--- src/rtl/cla_multiword_sched_if.sv ---
// Request/result bus for cla_multiword_sched.
//   master: requesters + consumer (drive req_valid, operands, out_ready)
//   slave : the sequencer (drives req_ready, out_valid, out_id, Sum, C_out[, ovf])
// Optional macro CLA_SCHED_OVF_EN adds the signed-overflow flag ovf.
interface cla_multiword_sched_if #(
    parameter int unsigned NCHUNK = 4
);
    localparam int unsigned W = 5 * NCHUNK;

    logic [1:0]   req_valid;
    logic [1:0]   req_ready;
    logic [W-1:0] A0;
    logic [W-1:0] B0;
    logic         C_in0;
    logic [W-1:0] A1;
    logic [W-1:0] B1;
    logic         C_in1;
    logic         out_valid;
    logic         out_ready;
    logic         out_id;
    logic [W-1:0] Sum;
    logic         C_out;
`ifdef CLA_SCHED_OVF_EN
    logic         ovf;
`endif

    modport master (
        output req_valid, A0, B0, C_in0, A1, B1, C_in1, out_ready,
        input  req_ready, out_valid, out_id, Sum, C_out
`ifdef CLA_SCHED_OVF_EN
        , input ovf
`endif
    );

    modport slave (
        input  req_valid, A0, B0, C_in0, A1, B1, C_in1, out_ready,
        output req_ready, out_valid, out_id, Sum, C_out
`ifdef CLA_SCHED_OVF_EN
        , output ovf
`endif
    );
endinterface

--- src/rtl/cla_5bit.sv ---
// 5-bit carry-lookahead adder, purely combinational.
//   A, B  : operands      C_in : carry in
//   Sum   : A+B+C_in mod 32   C_out : carry out of bit 4
module cla_5bit (
    input  logic [4:0] A,
    input  logic [4:0] B,
    input  logic       C_in,
    output logic [4:0] Sum,
    output logic       C_out
);
    logic [4:0] g;
    logic [4:0] p;
    logic [5:0] c;

    // Generate/propagate terms and flattened lookahead carries.
    always_comb begin
        g    = A & B;
        p    = A ^ B;
        c[0] = C_in;
        c[1] = g[0] | (p[0] & c[0]);
        c[2] = g[1] | (p[1] & g[0]) | (p[1] & p[0] & c[0]);
        c[3] = g[2] | (p[2] & g[1]) | (p[2] & p[1] & g[0])
             | (p[2] & p[1] & p[0] & c[0]);
        c[4] = g[3] | (p[3] & g[2]) | (p[3] & p[2] & g[1])
             | (p[3] & p[2] & p[1] & g[0])
             | (p[3] & p[2] & p[1] & p[0] & c[0]);
        c[5] = g[4] | (p[4] & g[3]) | (p[4] & p[3] & g[2])
             | (p[4] & p[3] & p[2] & g[1])
             | (p[4] & p[3] & p[2] & p[1] & g[0])
             | (p[4] & p[3] & p[2] & p[1] & p[0] & c[0]);
        Sum   = p ^ c[4:0];
        C_out = c[5];
    end
endmodule

--- src/rtl/cla_multiword_sched.sv ---
// Two-requester round-robin sequencer that adds 5*NCHUNK-bit operands through
// one cla_5bit, one chunk per cycle LSB first, carry held in a register.
//   clk, rst : clock, synchronous active-high reset
//   bus      : slave side of cla_multiword_sched_if (requests in, result out)
// Optional macro CLA_SCHED_OVF_EN adds the registered signed-overflow flag ovf.
module cla_multiword_sched #(
    parameter int unsigned NCHUNK = 4
) (
    input  logic                  clk,
    input  logic                  rst,
    cla_multiword_sched_if.slave  bus
);
    localparam int unsigned W  = 5 * NCHUNK;
    localparam int unsigned KW = 3;

    localparam logic [1:0] S_IDLE = 2'd0;
    localparam logic [1:0] S_RUN  = 2'd1;
    localparam logic [1:0] S_DONE = 2'd2;

    logic [1:0]    state_q, state_d;
    logic          last_grant_q;
    logic          id_q;
    logic [KW-1:0] k_q;
    logic          carry_q;
    logic [W-1:0]  a_q, b_q, sum_q;
    logic          c_out_q;
    logic          out_valid_q;
`ifdef CLA_SCHED_OVF_EN
    logic          ovf_q;
`endif

    logic          grant_c;
    logic          accept_c;
    logic          last_chunk_c;
    logic [4:0]    chunk_a_c, chunk_b_c, chunk_sum_c;
    logic          chunk_cout_c;

    // Round-robin pick: a lone requester wins, contention goes to the other one.
    always_comb begin
        grant_c = 1'b0;
        if (bus.req_valid[0] && bus.req_valid[1]) begin
            grant_c = ~last_grant_q;
        end else if (bus.req_valid[1]) begin
            grant_c = 1'b1;
        end
    end

    assign accept_c     = (state_q == S_IDLE) && (|bus.req_valid) && !rst;
    assign bus.req_ready = accept_c ? (grant_c ? 2'b10 : 2'b01) : 2'b00;
    assign last_chunk_c = (k_q == KW'(NCHUNK - 1));

    // Current chunk slice of the captured operands.
    assign chunk_a_c = a_q[5*k_q +: 5];
    assign chunk_b_c = b_q[5*k_q +: 5];

    cla_5bit u_cla (
        .A     (chunk_a_c),
        .B     (chunk_b_c),
        .C_in  (carry_q),
        .Sum   (chunk_sum_c),
        .C_out (chunk_cout_c)
    );

    // Next-state logic.
    always_comb begin
        state_d = state_q;
        case (state_q)
            S_IDLE:  if (accept_c)          state_d = S_RUN;
            S_RUN:   if (last_chunk_c)      state_d = S_DONE;
            S_DONE:  if (bus.out_ready)     state_d = S_IDLE;
            default:                        state_d = S_IDLE;
        endcase
    end

    // State, job capture and per-chunk datapath registers.
    always_ff @(posedge clk) begin
        if (rst) begin
            state_q      <= S_IDLE;
            last_grant_q <= 1'b1;
            id_q         <= 1'b0;
            k_q          <= '0;
            carry_q      <= 1'b0;
            a_q          <= '0;
            b_q          <= '0;
            sum_q        <= '0;
            c_out_q      <= 1'b0;
            out_valid_q  <= 1'b0;
`ifdef CLA_SCHED_OVF_EN
            ovf_q        <= 1'b0;
`endif
        end else begin
            state_q     <= state_d;
            out_valid_q <= (state_d == S_DONE);
            case (state_q)
                S_IDLE: begin
                    if (accept_c) begin
                        a_q          <= grant_c ? bus.A1 : bus.A0;
                        b_q          <= grant_c ? bus.B1 : bus.B0;
                        carry_q      <= grant_c ? bus.C_in1 : bus.C_in0;
                        id_q         <= grant_c;
                        last_grant_q <= grant_c;
                        k_q          <= '0;
                    end
                end
                S_RUN: begin
                    sum_q[5*k_q +: 5] <= chunk_sum_c;
                    carry_q           <= chunk_cout_c;
                    if (last_chunk_c) begin
                        c_out_q <= chunk_cout_c;
                        k_q     <= '0;
`ifdef CLA_SCHED_OVF_EN
                        // Same-sign operands whose result sign differs.
                        ovf_q   <= (a_q[W-1] == b_q[W-1]) && (chunk_sum_c[4] != a_q[W-1]);
`endif
                    end else begin
                        k_q <= KW'(k_q + 1'b1);
                    end
                end
                default: ;
            endcase
        end
    end

    assign bus.out_valid = out_valid_q;
    assign bus.out_id    = id_q;
    assign bus.Sum       = sum_q;
    assign bus.C_out     = c_out_q;
`ifdef CLA_SCHED_OVF_EN
    assign bus.ovf       = ovf_q;
`endif
endmodule

--- src/flat_wrapper.sv ---
// flat-port wrapper written by rule: the top's interface ports become plain ports
module cla_multiword_sched_flat 
#(
    parameter int unsigned NCHUNK = 4
)
  (clk, rst, bus_req_valid, bus_A0, bus_B0, bus_C_in0, bus_A1, bus_B1, bus_C_in1, bus_out_ready, bus_req_ready, bus_out_valid, bus_out_id, bus_Sum, bus_C_out);
  cla_multiword_sched_if #(.NCHUNK(NCHUNK)) bus_i ();
  input  logic clk;
  input  logic rst;
  input wire logic [$bits(bus_i.req_valid)-1:0] bus_req_valid;
  input wire logic [$bits(bus_i.A0)-1:0] bus_A0;
  input wire logic [$bits(bus_i.B0)-1:0] bus_B0;
  input wire logic [$bits(bus_i.C_in0)-1:0] bus_C_in0;
  input wire logic [$bits(bus_i.A1)-1:0] bus_A1;
  input wire logic [$bits(bus_i.B1)-1:0] bus_B1;
  input wire logic [$bits(bus_i.C_in1)-1:0] bus_C_in1;
  input wire logic [$bits(bus_i.out_ready)-1:0] bus_out_ready;
  output wire logic [$bits(bus_i.req_ready)-1:0] bus_req_ready;
  output wire logic [$bits(bus_i.out_valid)-1:0] bus_out_valid;
  output wire logic [$bits(bus_i.out_id)-1:0] bus_out_id;
  output wire logic [$bits(bus_i.Sum)-1:0] bus_Sum;
  output wire logic [$bits(bus_i.C_out)-1:0] bus_C_out;
  assign bus_i.req_valid = bus_req_valid;
  assign bus_i.A0 = bus_A0;
  assign bus_i.B0 = bus_B0;
  assign bus_i.C_in0 = bus_C_in0;
  assign bus_i.A1 = bus_A1;
  assign bus_i.B1 = bus_B1;
  assign bus_i.C_in1 = bus_C_in1;
  assign bus_i.out_ready = bus_out_ready;
  assign bus_req_ready = bus_i.req_ready;
  assign bus_out_valid = bus_i.out_valid;
  assign bus_out_id = bus_i.out_id;
  assign bus_Sum = bus_i.Sum;
  assign bus_C_out = bus_i.C_out;
  cla_multiword_sched #(.NCHUNK(NCHUNK)) u_core (.clk(clk), .rst(rst), .bus(bus_i));
endmodule
--- config.mk ---
export PLATFORM = sky130hd
export DESIGN_NAME = cla_multiword_sched_flat
export DESIGN_NICKNAME = d
export VERILOG_FILES = /design/src/rtl/cla_multiword_sched_if.sv /design/src/rtl/cla_5bit.sv /design/src/rtl/cla_multiword_sched.sv /design/src/flat_wrapper.sv
export SDC_FILE = /design/constraint.sdc
export NUM_CORES = 1
export LEC_CHECK = 0
export BUFFER_PORTS_ARGS = -buffer_cell sky130_fd_sc_hd__buf_2
export CORE_MARGIN = 1
export CORE_UTILIZATION = 35
export CTS_BUF_LIST = sky130_fd_sc_hd__clkbuf_8
export CTS_CLUSTER_DIAMETER = 150
export DETAILED_ROUTE_END_ITERATION = 10
export PLACE_DENSITY = 0.63
export SLEW_MARGIN = 15
export SYNTH_ARGS = -nofsm -noshare
export SYNTH_HDL_FRONTEND = slang
export SYNTH_SLANG_ARGS = --single-unit
--- constraint.sdc ---
create_clock -name clk -period 3.4 [get_ports clk]
set_input_delay 0.34 -clock clk [delete_from_list [all_inputs] [get_ports clk]]
set_output_delay 0.34 -clock clk [all_outputs]
set_load 0.005 [all_outputs]
Word-level counts from Yosys, hierarchy flattened
Index checks and enable logic that the tools add are counted.

Input bits: 87. Output and inout bits: 25. Word-level logic and storage cells: 93. Flip-flop bits (word level): 70.

Mux-type cells: 17. Add/subtract/negate cells: 2. Reduce and logical (&&, ||, !) cells: 10. Equal/unequal tests: 5. Multipliers: 1. Shifts and indexed selects: 4. Bitwise operators: 44.

Operators by type and width (number): $mux W20 (2); $shiftx A20 B7 Y5 (2); $neg A6 Y34 (1); $shift A5 B34 Y20 const A (1); $shiftx A5 B34 Y20 (1); $and A1 B1 Y1 (25); $bwmux W20 (1); $or A1 B1 Y1 (15); $mux W2 (5); $xor A5 B5 Y5 (2); $mul A3 B3 Y6 const A (1); $mux W3 (2); $pmux W2 S3 (1); $pmux W3 S2 (1); $reduce_and A2 Y1 (3); $and A5 B5 Y5 (1); $eq A2 B2 Y1 const B (2); $mux W1 (4); $add A3 B1 Y3 const B (1); $eq A3 B2 Y1 const B (1); $logic_and A1 B1 Y1 (3); $eq A2 B1 Y1 const B (1); $logic_not A2 Y1 (1); $ne A2 B1 Y1 const B (1); other kinds (5) (5).

Depth between registers and ports, before layout
Depth after elaboration: 11. Depth in mapped cells: 9. Mapped depth without buffers: 7.

Hierarchy
A second synthesis with hierarchy kept.

Cells, all modules: 356. Area total of the unflattened synthesis: 3194.3 sq um.

Modules (own cells, without submodules): cla_multiword_sched (times used 1, area an instance 2990.4 sq um, cells an instance 332, seq. area each 1401.3 sq um); cla_5bit (times used 1, area an instance 203.9 sq um, cells an instance 24, seq. area each 0.0 sq um).

Least setup slack after synthesis
No wires, ideal clock.

Kind: reg-to-reg. Start point: reg u_core.k_q[0]. End point: reg u_core.sum_q[9], in the netlist u_core.bus.Sum[9]. Setup time: 0.129 ns. Setup slack: 0.430 ns. Period minus slack after synthesis: 2.970 ns. Cell stages (with the launch flop): 10. Buffers on the path: 2. Required time: 3.271 ns. Arrival time: 2.841 ns. Cell sequence: dfxtp_1 > buf_6 > clkbuf_1 > mux4_2 > and2_1 > ha_1 > and3_1 > a2111o_1 > xnor2_1 > o21ai_0.

Cells in the longest elaborated chain, start to end: 11. Elaborated cells on any way between the ends: 36. Classes of those cells: add/sub: 1; mul: 1; shift: 4; mux: 1; bitwise: 29.

RTL lines: start: declaration (line cla_multiword_sched.sv:23) `logic [KW-1:0] k_q;`; start signal: assignment (line cla_multiword_sched.sv:116) `k_q <= KW'(k_q + 1'b1);`; $mul A3 B3 Y6 * (line cla_multiword_sched.sv:53, cla_multiword_sched.sv:54, cla_multiword_sched.sv:106); $shiftx A20 B7 Y5, on equally long branches (line cla_multiword_sched.sv:53, cla_multiword_sched.sv:54); $xor A5 B5 Y5 / $and A5 B5 Y5 (equally long branches) (line cla_5bit.sv:18, cla_5bit.sv:17); $and A1 B1 Y1, on equally long branches (line cla_5bit.sv:24, cla_5bit.sv:25, cla_5bit.sv:26); $or A1 B1 Y1, or another cell as far along (2 in series) (line cla_5bit.sv:24) `c[4] = g[3] | (p[3] & g[2]) | (p[3] & p[2] & g[1])`; $or A1 B1 Y1 / $and A1 B1 Y1 (equally long branches) (line cla_5bit.sv:25, cla_5bit.sv:26); $or A1 B1 Y1 (line cla_5bit.sv:26) `| (p[3] & p[2] & p[1] & p[0] & c[0]);`; $xor A5 B5 Y5 (line cla_5bit.sv:31) `Sum = p ^ c[4:0];`; $shiftx A5 B34 Y20 (line cla_multiword_sched.sv:106) `sum_q[5*k_q +: 5] <= chunk_sum_c;`; $bwmux W20 * (line cla_multiword_sched.sv:106); end signal: indexed assignment (line cla_multiword_sched.sv:106); end: declaration (line cla_multiword_sched.sv:25) `logic [W-1:0] a_q, b_q, sum_q;`.

Every way passes the cells marked *; elsewhere a longest branch is shown, timed or not. A chain may end at the register's enable or synchronous reset.

Worst setup path after layout
Ends and elaborated chain as after synthesis.

==> results_dict.tcl <==
set metrics [dict create \
    antennaDiodeCount 0 \
    maxCapViolations 0 \
    worstPathCellList "mux4_1 -> and2_1 -> ha_1 -> a21o_1 -> a2111o_1 -> xnor2_1 -> o21ai_0" \
    cts_root_buf "clkbuf_8" \
    io_pins 112 \
    max_stage_delay_ns 0.70 \
    crit_buf_inv 0 \
    synthSimpleGateAreaFrac_pct 16.9 \
    peakVddDrop_mv 0.170 \
    start_kind "flop" \
    num_rows 36 \
    netlist_instances 370 \
    synthMuxAreaShare_pct 19.5 \
    rsz0062_at_grt "false" \
    core_um2 9770 \
    synthArstFlopShare_pct 0 \
    tns_ns 0 \
    via_count 3033 \
    outcome "completed" \
    grtUsageTotal_pct 16.7 \
    slew_violations 0 \
    overflow 0 \
    hpwl_um 6340 \
    synth_top_cell_area_share_pct 39.8 \
    first_global_vias 2728 \
    layout_setup_ws_ns 0.348 \
    ctsResizeCount 0 \
    synthAdderAreaFrac_pct 3.77 \
    synth_fp_nets 467 \
    portBuffers 111 \
    avgSynthCellArea_um2 9.51 \
    yosysTopAreaCell "dfxtp_1" \
    skew_ns 0.00675 \
    slew_headroom_pct 41.0 \
    post-place-ws_ns 0.296 \
    area_growth_syn_to_layout_pct 24.1 \
    tightestPinTransition_ns 0.884 \
    finalHoldViolCount 0 \
    layoutNonFillerInstCount 605 \
    drt_iter0_markers 89 \
    yosys-top-cells-area "dfxtp_1 40%, mux2i_1 12%, a211oi_1 9.4%, nor2_1 5.8%, mux4_1 3.7%" \
    ys_types 45 \
    cts_tree "built" \
    period_minus_slack_ns 3.05 \
    start_util_pct 36.0 \
    wire_per_inst_um 13.6 \
    hp-class "in2reg" \
    synth_compound_area_share_pct 15.4 \
    cts_buffer_depth 2 \
    netlist_area_um2 3520 \
    drt-total-wl_um 8210 \
    place_area_um2 4180 \
    die_w_um 102 \
    cts_sinks 70 \
    period_share_pct 89.8 \
    synthXorXnorAreaFrac_pct 0.747 \
    cts.clk_slew.worst_paths_ns 0.07 \
    chipHeight_um 102 \
    ys.flop_type "dfxtp_1" \
    synth_top_family_by_area "multiplexers" \
    cp_top_family "compound AO/OA/AOI/OAI gates" \
    clock_latency_ns 0.34 \
    fmax_mhz 328 \
    grt_max_degree 52 \
    arrival_ns 3.27 \
    vias_per_cell 5.01 \
    route.antenna.remaining_nets 0 \
    design_area_um2 4370 \
    leakage_nw 1.90 \
    drt-pass1-iter-count 4 \
    cp_data_required_time_ns 3.62 \
    crit_type "reg2reg" \
    placed_cells 590 \
    design_power_total_mw 2.01 \
    yosysSeqAreaShare_pct 39.8 \
    yosysWarningCount 0 \
    path_max_fanout 11 \
    synth-seq-cells 70 \
    critPathCaptureType "flop" \
    cts_inserted_buffers 9 \
    gp_congestion 0.811 \
    layout-drive-gt1-share_pct 29.7 \
    drc 0 \
    antenna_found_initial 0 \
    cpMaxStageDelayCell "dfxtp_1" \
    cts_hold_buf 0 \
    cts_setup_buffers 0 \
    synth_enable_flop_cells 0 \
    htree_num_levels 3 \
    grt_pass1_wl_um 13400 \
    nNetsFinal 565 \
    pwr_density_cell_nw_per_um2 460 \
    setup_viol 0 \
    die_area_um2 10500 \
    r2r_setup_slack_ns 0.35 \
]
## power by group
part | switching (mW) | leakage, nW | internal [mW]
sequential | 0.0455 | 0.576 | 0.884
combinational | 0.224 | 1.22 | 0.204
clock | 0.301 | 0.0993 | 0.349
## cells by family (layout without fill, tap and decap cells)
family          after synthesis  count (layout)
xor+xnor                      3               3
buf+inv                      33             135
fa+ha+maj                    10              10
simple gates                121             121
flops                        70              70
mux                          54              54
compound gates               79              79
## area by class of cell
type                            count  area [um^2]
Inverter                            4         15.0
Clock buffer                       10          138
Timing Repair Buffer              116          606
Tap cell                          133          166
Clock inverter                      5         51.3
Sequential cell                    70         1400
Multi-Input combinational cell    267         1990
Fill cell                         980         5410
## worst reg2reg max path: cells and delay by family (launching register included)
kind / cells / cell delay [ns]
AOI/OAI and AO/OA: 3 / 0.75
xor gates and xnor gates: 1 / 0.32
adders and majority gates: 1 / 0.32
DFF: 1 / 0.70
muxes: 1 / 0.63
and+or+nand+nor: 1 / 0.20
## flip-flops by register name, summed over array words and instances (netlist names)
register              count
u_core.bus.out_id         1
u_core.state_q            2
u_core.bus.out_valid      1
u_core.k_q                3
u_core.bus.C_out          1
u_core.a_q               20
u_core.carry_q            1
u_core.b_q               20
u_core.last_grant_q       1
u_core.bus.Sum           20
## cell usage after synthesis (2+ instances only)
| cell | number |
|---|---|
| and3_1 | 2 |
| or3_1 | 8 |
| and2_1 | 11 |
| nand4bb_1 | 2 |
| nand2b_1 | 3 |
| nor2_1 | 54 |
| buf_1 | 2 |
| o21ai_0 | 6 |
| nor3_1 | 2 |
| a21oi_1 | 16 |
| buf_2 | 6 |
| ha_1 | 9 |
| nand2_1 | 20 |
| nor3b_1 | 2 |
| mux4_1 | 5 |
| xnor2_1 | 3 |
| nand3_1 | 3 |
| mux4_2 | 5 |
| dfxtp_1 | 70 |
| mux2i_1 | 43 |
| o31ai_1 | 2 |
| a211oi_1 | 44 |
| inv_1 | 4 |
| clkbuf_1 | 20 |
| nand3b_1 | 7 |
| nor2b_1 | 2 |
## through the flow
stage          util (%)  hold WS (ns)
5_1_grt            44.7         0.356
4_1_cts            44.7         0.330
3_3_place_gp       42.8         0.437
2_1_floorplan         -         0.433
6_report           44.7         0.335
3_5_place_dp       42.8         0.448
## worst paths after layout
path / from / end / cells after the start
worst max-delay path: u_core.k_q[0] / u_core.bus.Sum[9] / 7
worst min-delay path: bus_A0[2] / u_core.a_q[2] / 3
worst max register to register: u_core.k_q[0] / u_core.bus.Sum[9] / 7
worst min register to register: u_core.bus.Sum[16] / u_core.bus.Sum[16] / 2
## cells in the final DEF (no fill, tap or decap), drive strengths merged, types with 3 or more instances in the layout
cell type | synthesis | final
and2 | 11 | 11
nor2 | 54 | 54
clkbuf | 20 | 10
a211oi | 44 | 44
a21oi | 16 | 16
or3 | 8 | 8
xnor2 | 3 | 3
mux4 | 10 | 10
mux2i | 43 | 43
dfxtp | 70 | 70
buf | 9 | 116
ha | 9 | 9
nand2 | 20 | 20
inv | 4 | 5
nand2b | 3 | 3
nand3b | 7 | 7
o21ai | 7 | 7
nand3 | 3 | 3
## per-layer routing
layer  track usage (%)  part of all wire, %  wire, um  vias up
met5                 0                    0         0        -
met4              6.48                  2.1       169        0
met3              3.69                  6.0       494       15
met2              26.8                   45      3710      108
met1              21.8                   47      3830     1365
li1                  -                    -         -     1545
No activity file was read; power rests on OpenSTA's default activity.
